**src/rtl/fetch_pc_unit.sv**
```systemverilog
// Fetch-stage PC unit: owns the PC, fetches over a valid/ready port and hands
// instructions to decode through an output register backed by one skid entry.
module fetch_pc_unit #(
  parameter logic [31:0] RESET_PC  = 32'h0000_0000,
  parameter logic [31:0] NOP_INSTR = 32'h0000_0013
) (
  input  logic        clk,
  input  logic        rst_n,
  input  logic        stall,
  input  logic        br_valid,
  input  logic        is_branch,
  input  logic        is_jal,
  input  logic        is_jalr,
  input  logic        comp,
  input  logic [31:0] pc_ex,
  input  logic [31:0] imm,
  input  logic [31:0] rs1,
  output logic        imem_req,
  output logic [31:0] imem_addr,
  input  logic        imem_ready,
  input  logic [31:0] imem_rdata,
  output logic        if_valid,
  output logic [31:0] if_instr,
  output logic [31:0] if_pc,
  output logic        flush,
  output logic        trap,
  output logic [31:0] trap_pc
);

  // state | meaning
  // BOOT  | first cycle after reset release, no request yet
  // REQ   | fetching; request raised when the output stage can take data
  // SKID  | a response is parked in the skid entry, waiting for decode
  // TRAP  | misaligned target seen, fetch stopped until reset
  typedef enum logic [1:0] {BOOT, REQ, SKID, TRAP} state_t;

  state_t      state_q, state_d;
  logic        req_hold_q, req_hold_d;
  logic        drop_q, drop_d;
  logic [31:0] pend_q, pend_d;
  logic [31:0] skid_instr_q, skid_instr_d;
  logic [31:0] skid_pc_q, skid_pc_d;
  logic [31:0] addr_d, if_instr_d, if_pc_d, trap_pc_d;
  logic        if_valid_d, trap_d;
  logic        taken, redirect, can_load, done;
  logic [31:0] jalr_sum, target;

  assign taken    = br_valid & (is_jal | is_jalr | (is_branch & comp));
  assign jalr_sum = rs1 + imm;
  assign target   = is_jalr ? {jalr_sum[31:1], 1'b0} : (pc_ex + imm);
  assign redirect = taken & ~trap;
  assign flush    = redirect;
  assign can_load = ~if_valid | ~stall;
  // once raised, the request is held until memory takes it, whatever stall does
  assign imem_req = (state_q == REQ) & (req_hold_q | can_load);
  assign done     = imem_req & imem_ready;

  always_ff @(posedge clk or negedge rst_n) begin
    if (!rst_n) begin
      state_q      <= BOOT;
      req_hold_q   <= 1'b0;
      drop_q       <= 1'b0;
      pend_q       <= '0;
      skid_instr_q <= '0;
      skid_pc_q    <= '0;
      imem_addr    <= RESET_PC;
      if_valid     <= 1'b0;
      if_instr     <= NOP_INSTR;
      if_pc        <= '0;
      trap         <= 1'b0;
      trap_pc      <= '0;
    end else begin
      state_q      <= state_d;
      req_hold_q   <= req_hold_d;
      drop_q       <= drop_d;
      pend_q       <= pend_d;
      skid_instr_q <= skid_instr_d;
      skid_pc_q    <= skid_pc_d;
      imem_addr    <= addr_d;
      if_valid     <= if_valid_d;
      if_instr     <= if_instr_d;
      if_pc        <= if_pc_d;
      trap         <= trap_d;
      trap_pc      <= trap_pc_d;
    end
  end

  always_comb begin
    state_d      = state_q;
    req_hold_d   = req_hold_q;
    drop_d       = drop_q;
    pend_d       = pend_q;
    skid_instr_d = skid_instr_q;
    skid_pc_d    = skid_pc_q;
    addr_d       = imem_addr;
    if_valid_d   = if_valid & stall;
    if_instr_d   = if_instr;
    if_pc_d      = if_pc;
    trap_d       = trap;
    trap_pc_d    = trap_pc;

    case (state_q)
      BOOT: state_d = REQ;
      REQ: begin
        if (done) begin
          req_hold_d = 1'b0;
          if (drop_q) begin
            drop_d = 1'b0;
            addr_d = pend_q;
          end else begin
            addr_d = imem_addr + 32'd4;
            if (can_load) begin
              if_valid_d = 1'b1;
              if_instr_d = imem_rdata;
              if_pc_d    = imem_addr;
            end else begin
              skid_instr_d = imem_rdata;
              skid_pc_d    = imem_addr;
              state_d      = SKID;
            end
          end
        end else if (imem_req) begin
          req_hold_d = 1'b1;
        end
      end
      SKID: begin
        if (!stall) begin
          if_valid_d = 1'b1;
          if_instr_d = skid_instr_q;
          if_pc_d    = skid_pc_q;
          state_d    = REQ;
        end
      end
      TRAP: state_d = TRAP;
      default: state_d = BOOT;
    endcase

    // a taken transfer overrides stall, skid drain and any normal completion
    if (redirect) begin
      if_valid_d = 1'b0;
      if_instr_d = if_instr;
      if_pc_d    = if_pc;
      if (target[1]) begin
        trap_d     = 1'b1;
        trap_pc_d  = target;
        state_d    = TRAP;
        req_hold_d = 1'b0;
        drop_d     = 1'b0;
        addr_d     = imem_addr;
      end else begin
        state_d = REQ;
        if (imem_req & ~imem_ready) begin
          drop_d = 1'b1;
          pend_d = target;
          addr_d = imem_addr;
        end else begin
          drop_d = 1'b0;
          addr_d = target;
        end
      end
    end
  end

endmodule
```
**config.mk**
```make
export PLATFORM = sky130hd
export DESIGN_NAME = fetch_pc_unit
export DESIGN_NICKNAME = d
export VERILOG_FILES = /design/src/rtl/fetch_pc_unit.sv
export SDC_FILE = /design/constraint.sdc
export NUM_CORES = 1
export LEC_CHECK = 0
export ABC_AREA = 1
export CORE_UTILIZATION = 50
export CTS_CLUSTER_DIAMETER = 150
export DETAILED_ROUTE_END_ITERATION = 10
export GPL_ROUTABILITY_DRIVEN = 0
export PLACE_DENSITY = 0.76
export SLEW_MARGIN = 20
export SYNTH_ARGS = -nofsm -noshare
export SYNTH_HDL_FRONTEND = slang
export SYNTH_SLANG_ARGS = --single-unit
```
**constraint.sdc**
```tcl
create_clock -name clk -period 2.3 [get_ports clk]
set_clock_uncertainty 0.2 [all_clocks]
set_input_delay 0.345 -clock clk [delete_from_list [all_inputs] [get_ports clk]]
set_output_delay 0.345 -clock clk [all_outputs]
set_load 0.01 [all_outputs]
```
==> metrics <==
status=complete, but fails checks; failing checks=setup timing; FP Rows=between 60 and 70; Synth cell types=38; dpl hpwl=approximately 37 mm; Die Wd=about 180 um; total grt overflow=0; top cells by area, synth=dfrtp_1, nand2_1, inv_1, ha_1, o21ai_0; CP endpoint kind=register; starting DRC count in detailed routing=approximately 1600; Sum Neg Setup Slack=-0.01453 ns; Placed Cells incl. Taps=just over 3000; Die Area=around 0.031 sq mm; Rel. slew slack=between 60% and 70%; cell area after layout=roughly 0.022 sq mm; critical path data required time=2.53 ns; Starting Density=between 50 and 60%; Cell Area, Placed=a little under 0.02 sq mm; CTS tree=yes; synth-to-layout area growth=42.05%; Leak Pwr=between 10 and 15 nW; synthesized area=0.01539 sq mm; via/cell ratio=5.442; setup violators final=2; arrival time at the worst endpoint=2.54 ns; first-pass GRT wire length=77.50 mm; critical path startpoint category=primary input; Worst-Skew Late Latency=0.51 ns; DRT antenna net count=0; RSZ-0062 raised after global routing=true; Pre-antenna DRT Iters=6; DP Worst Slack=-0.6755 ns; H-tree depth=1; Cells after Synth=about 2300; Reg clk slew, reported paths=approximately 0.070 ns; nets=approximately 3000; number of global-route vias before repair=15980; HP Class=in2async; fin crit share=100.4%; Yosys top cell by area=dfrtp_1; final worst-path setup slack=-0.009016 ns; Root Buffer=clkbuf_16; final core utilization=72.98%; Tmin final=2.309 ns; Yosys reg bits=approximately 230; final hold slack=0.1620 ns; largest net degree at the start of global routing=roughly 130; Worst-Margin Slew=approximately 0.50 ns; diodes inserted=0; CTS Buf Count=22; Final Max Slew Viols=0; maximum vdd drop=around 0.64 mV; vias=approximately 17000; Max clock buf depth=3; Die Span Y=about 180 um; WL final=between 50 and 60 mm; I/O Buffers=266; synth warn=0; final std cells w/o fill=around 3100; Final Hold Fails=0; Crit Path Category=in2reg; area share of the largest cell type after synthesis=about 36%; fmax=around 430 MHz; total power=roughly 21 mW; CP Max Fanout=4; I/O pin cnt=269; pwr dens=978.2 mW/mm^2; max cap viols=0; Fill cells=2334; antenna violations before repair=0; sequential share of the synthesized area=36.61%; layout cells sized above 1=between 10% and 20%; core box area=about 0.03 sq mm; Syn Area/Cell=about 6.7 sq um; total track usage=a little over 30%; # clock sinks=225; DRC violations left=0; Wirelength per Cell=between 15 and 20 um
-- cells by family (layout without fill, tap and decap cells) --
kind of cell	Yosys count	count (layout)	share of synthesized area (%)
XOR/XNOR	22	22	1.252
adder cells (fa/ha/maj)	68	68	5.626
buffers and inverters	435	862	11.00
flip-flops	225	225	36.61
AND/OR/NAND/NOR	1155	1155	29.86
AO/OA/AOI/OAI	401	401	15.63
other	1	2	0.02437
-- worst max-delay path, cell delays in order --
cell	delay [ns]
clkdlybuf4s50_1	0.44
ha_1	0.38
nand2_1	0.15
nor2_1	0.24
nand2_1	0.14
nor2_1	0.12
nand2_1	0.09
nand3_1	0.11
nand3_2	0.15
nand2_2	0.15
nand2_1	0.07
a21oi_1	0.16
-- final timing paths --
kind	startpoint	slack, ns	to	depth (start not counted)
min reg2reg	trap_pc[21]	0.28	trap_pc[21]	2
min	rst_n	0.16	skid_instr_q[22]	2
max	imm[20]	-0.009	imem_addr[25]	12
max reg2reg	state_q[1]	0.03	if_pc[19]	12
max in group asynchronous	rst_n	1.00	skid_instr_q[15]	3
min in group clk	imem_rdata[22]	0.22	skid_instr_q[22]	3
-- synth_stat cells --
cell type,instances
conb_1,1
o21a_1,65
fa_1,2
o21bai_1,4
o211ai_1,63
ha_1,66
dfrtp_1,222
a21oi_2,3
a21oi_1,87
dfstp_2,3
buf_1,1
o221ai_1,1
nand4_1,9
nand3b_1,12
buf_2,18
nand3_2,1
xor2_1,19
and2_1,1
inv_2,6
or2_1,1
o21ai_0,144
and3_1,3
nor2_1,161
clkbuf_1,46
nor3_1,19
nand3_1,94
a31oi_1,14
a21o_1,1
xnor2_1,3
buf_4,10
o22ai_1,6
a22oi_1,10
inv_1,354
nor4_1,3
nor2_4,2
o21ai_1,3
or2_2,4
nand2_1,845
-- flip-flops by register name, indices dropped and copies added (netlist names) --
register,count
skid_pc_q,31
imem_addr,31
skid_instr_q,32
trap_pc,32
if_instr,32
state_q,2
pend_q,31
if_pc,31
drop_q,1
if_valid,1
req_hold_q,1
-- power breakdown --
group | internal (mW) | leakage (nW) | switching (mW)
registers | 5.33 | 2.69 | 0.939
logic | 5.67 | 8.05 | 5.79
clock network | 2.10 | 0.357 | 1.55
-- layer usage --
layer / wire, um / vias to the layer above / part of all wire [%] / global-route usage (%)
met5: 0 / - / 0 / 0
met1: 20540 / 7894 / 39 / 39.03
met4: 2519 / 0 / 4.8 / 14.53
met2: 25460 / 821 / 49 / 52.65
li1: - / 8114 / - / -
met3: 3613 / 177 / 6.9 / 2.913
-- cell usage in the layout (no fill, tap or decap), types with 19 or more instances in the layout --
cell,count
xor2_1,19
nand2_1,801
nand3_1,82
ha_4,47
clkbuf_16,27
dlymetal6s2s_1,24
a21oi_1,63
nor2_1,134
o21a_1,64
buf_4,167
inv_1,347
nor2_2,21
nand2_2,43
o21ai_0,126
clkdlybuf4s50_1,232
o211ai_1,63
dfrtp_1,221
a21oi_2,26
-- what timing repair did --
| item | CTS | global route |
|---|---|---|
| cloned | 5 | 4 |
| pin swaps | 5 | 29 |
| buffers inserted | 9 | 9 |
| hold buffers | 1 | 0 |
| resized for setup | 39 | 217 |
| endpoints found under the hold margin | 74 | 0 |
| endpoints found under the setup margin | 109 | 173 |
-- final cells by class --
class | instances | area, sq um | share of cell area [%]
inverters | 360 | 1351 | 6.181
well taps | 390 | 488.0 | 2.232
flip-flops and latches | 225 | 5635 | 25.78
multi-input cells | 1648 | 9092 | 41.59
clock inverters | 8 | 70.07 | 0.3205
repair buffers | 463 | 4568 | 20.90
clock buffers | 31 | 655.6 | 2.999
No activity file was read; power rests on OpenSTA's default activity.
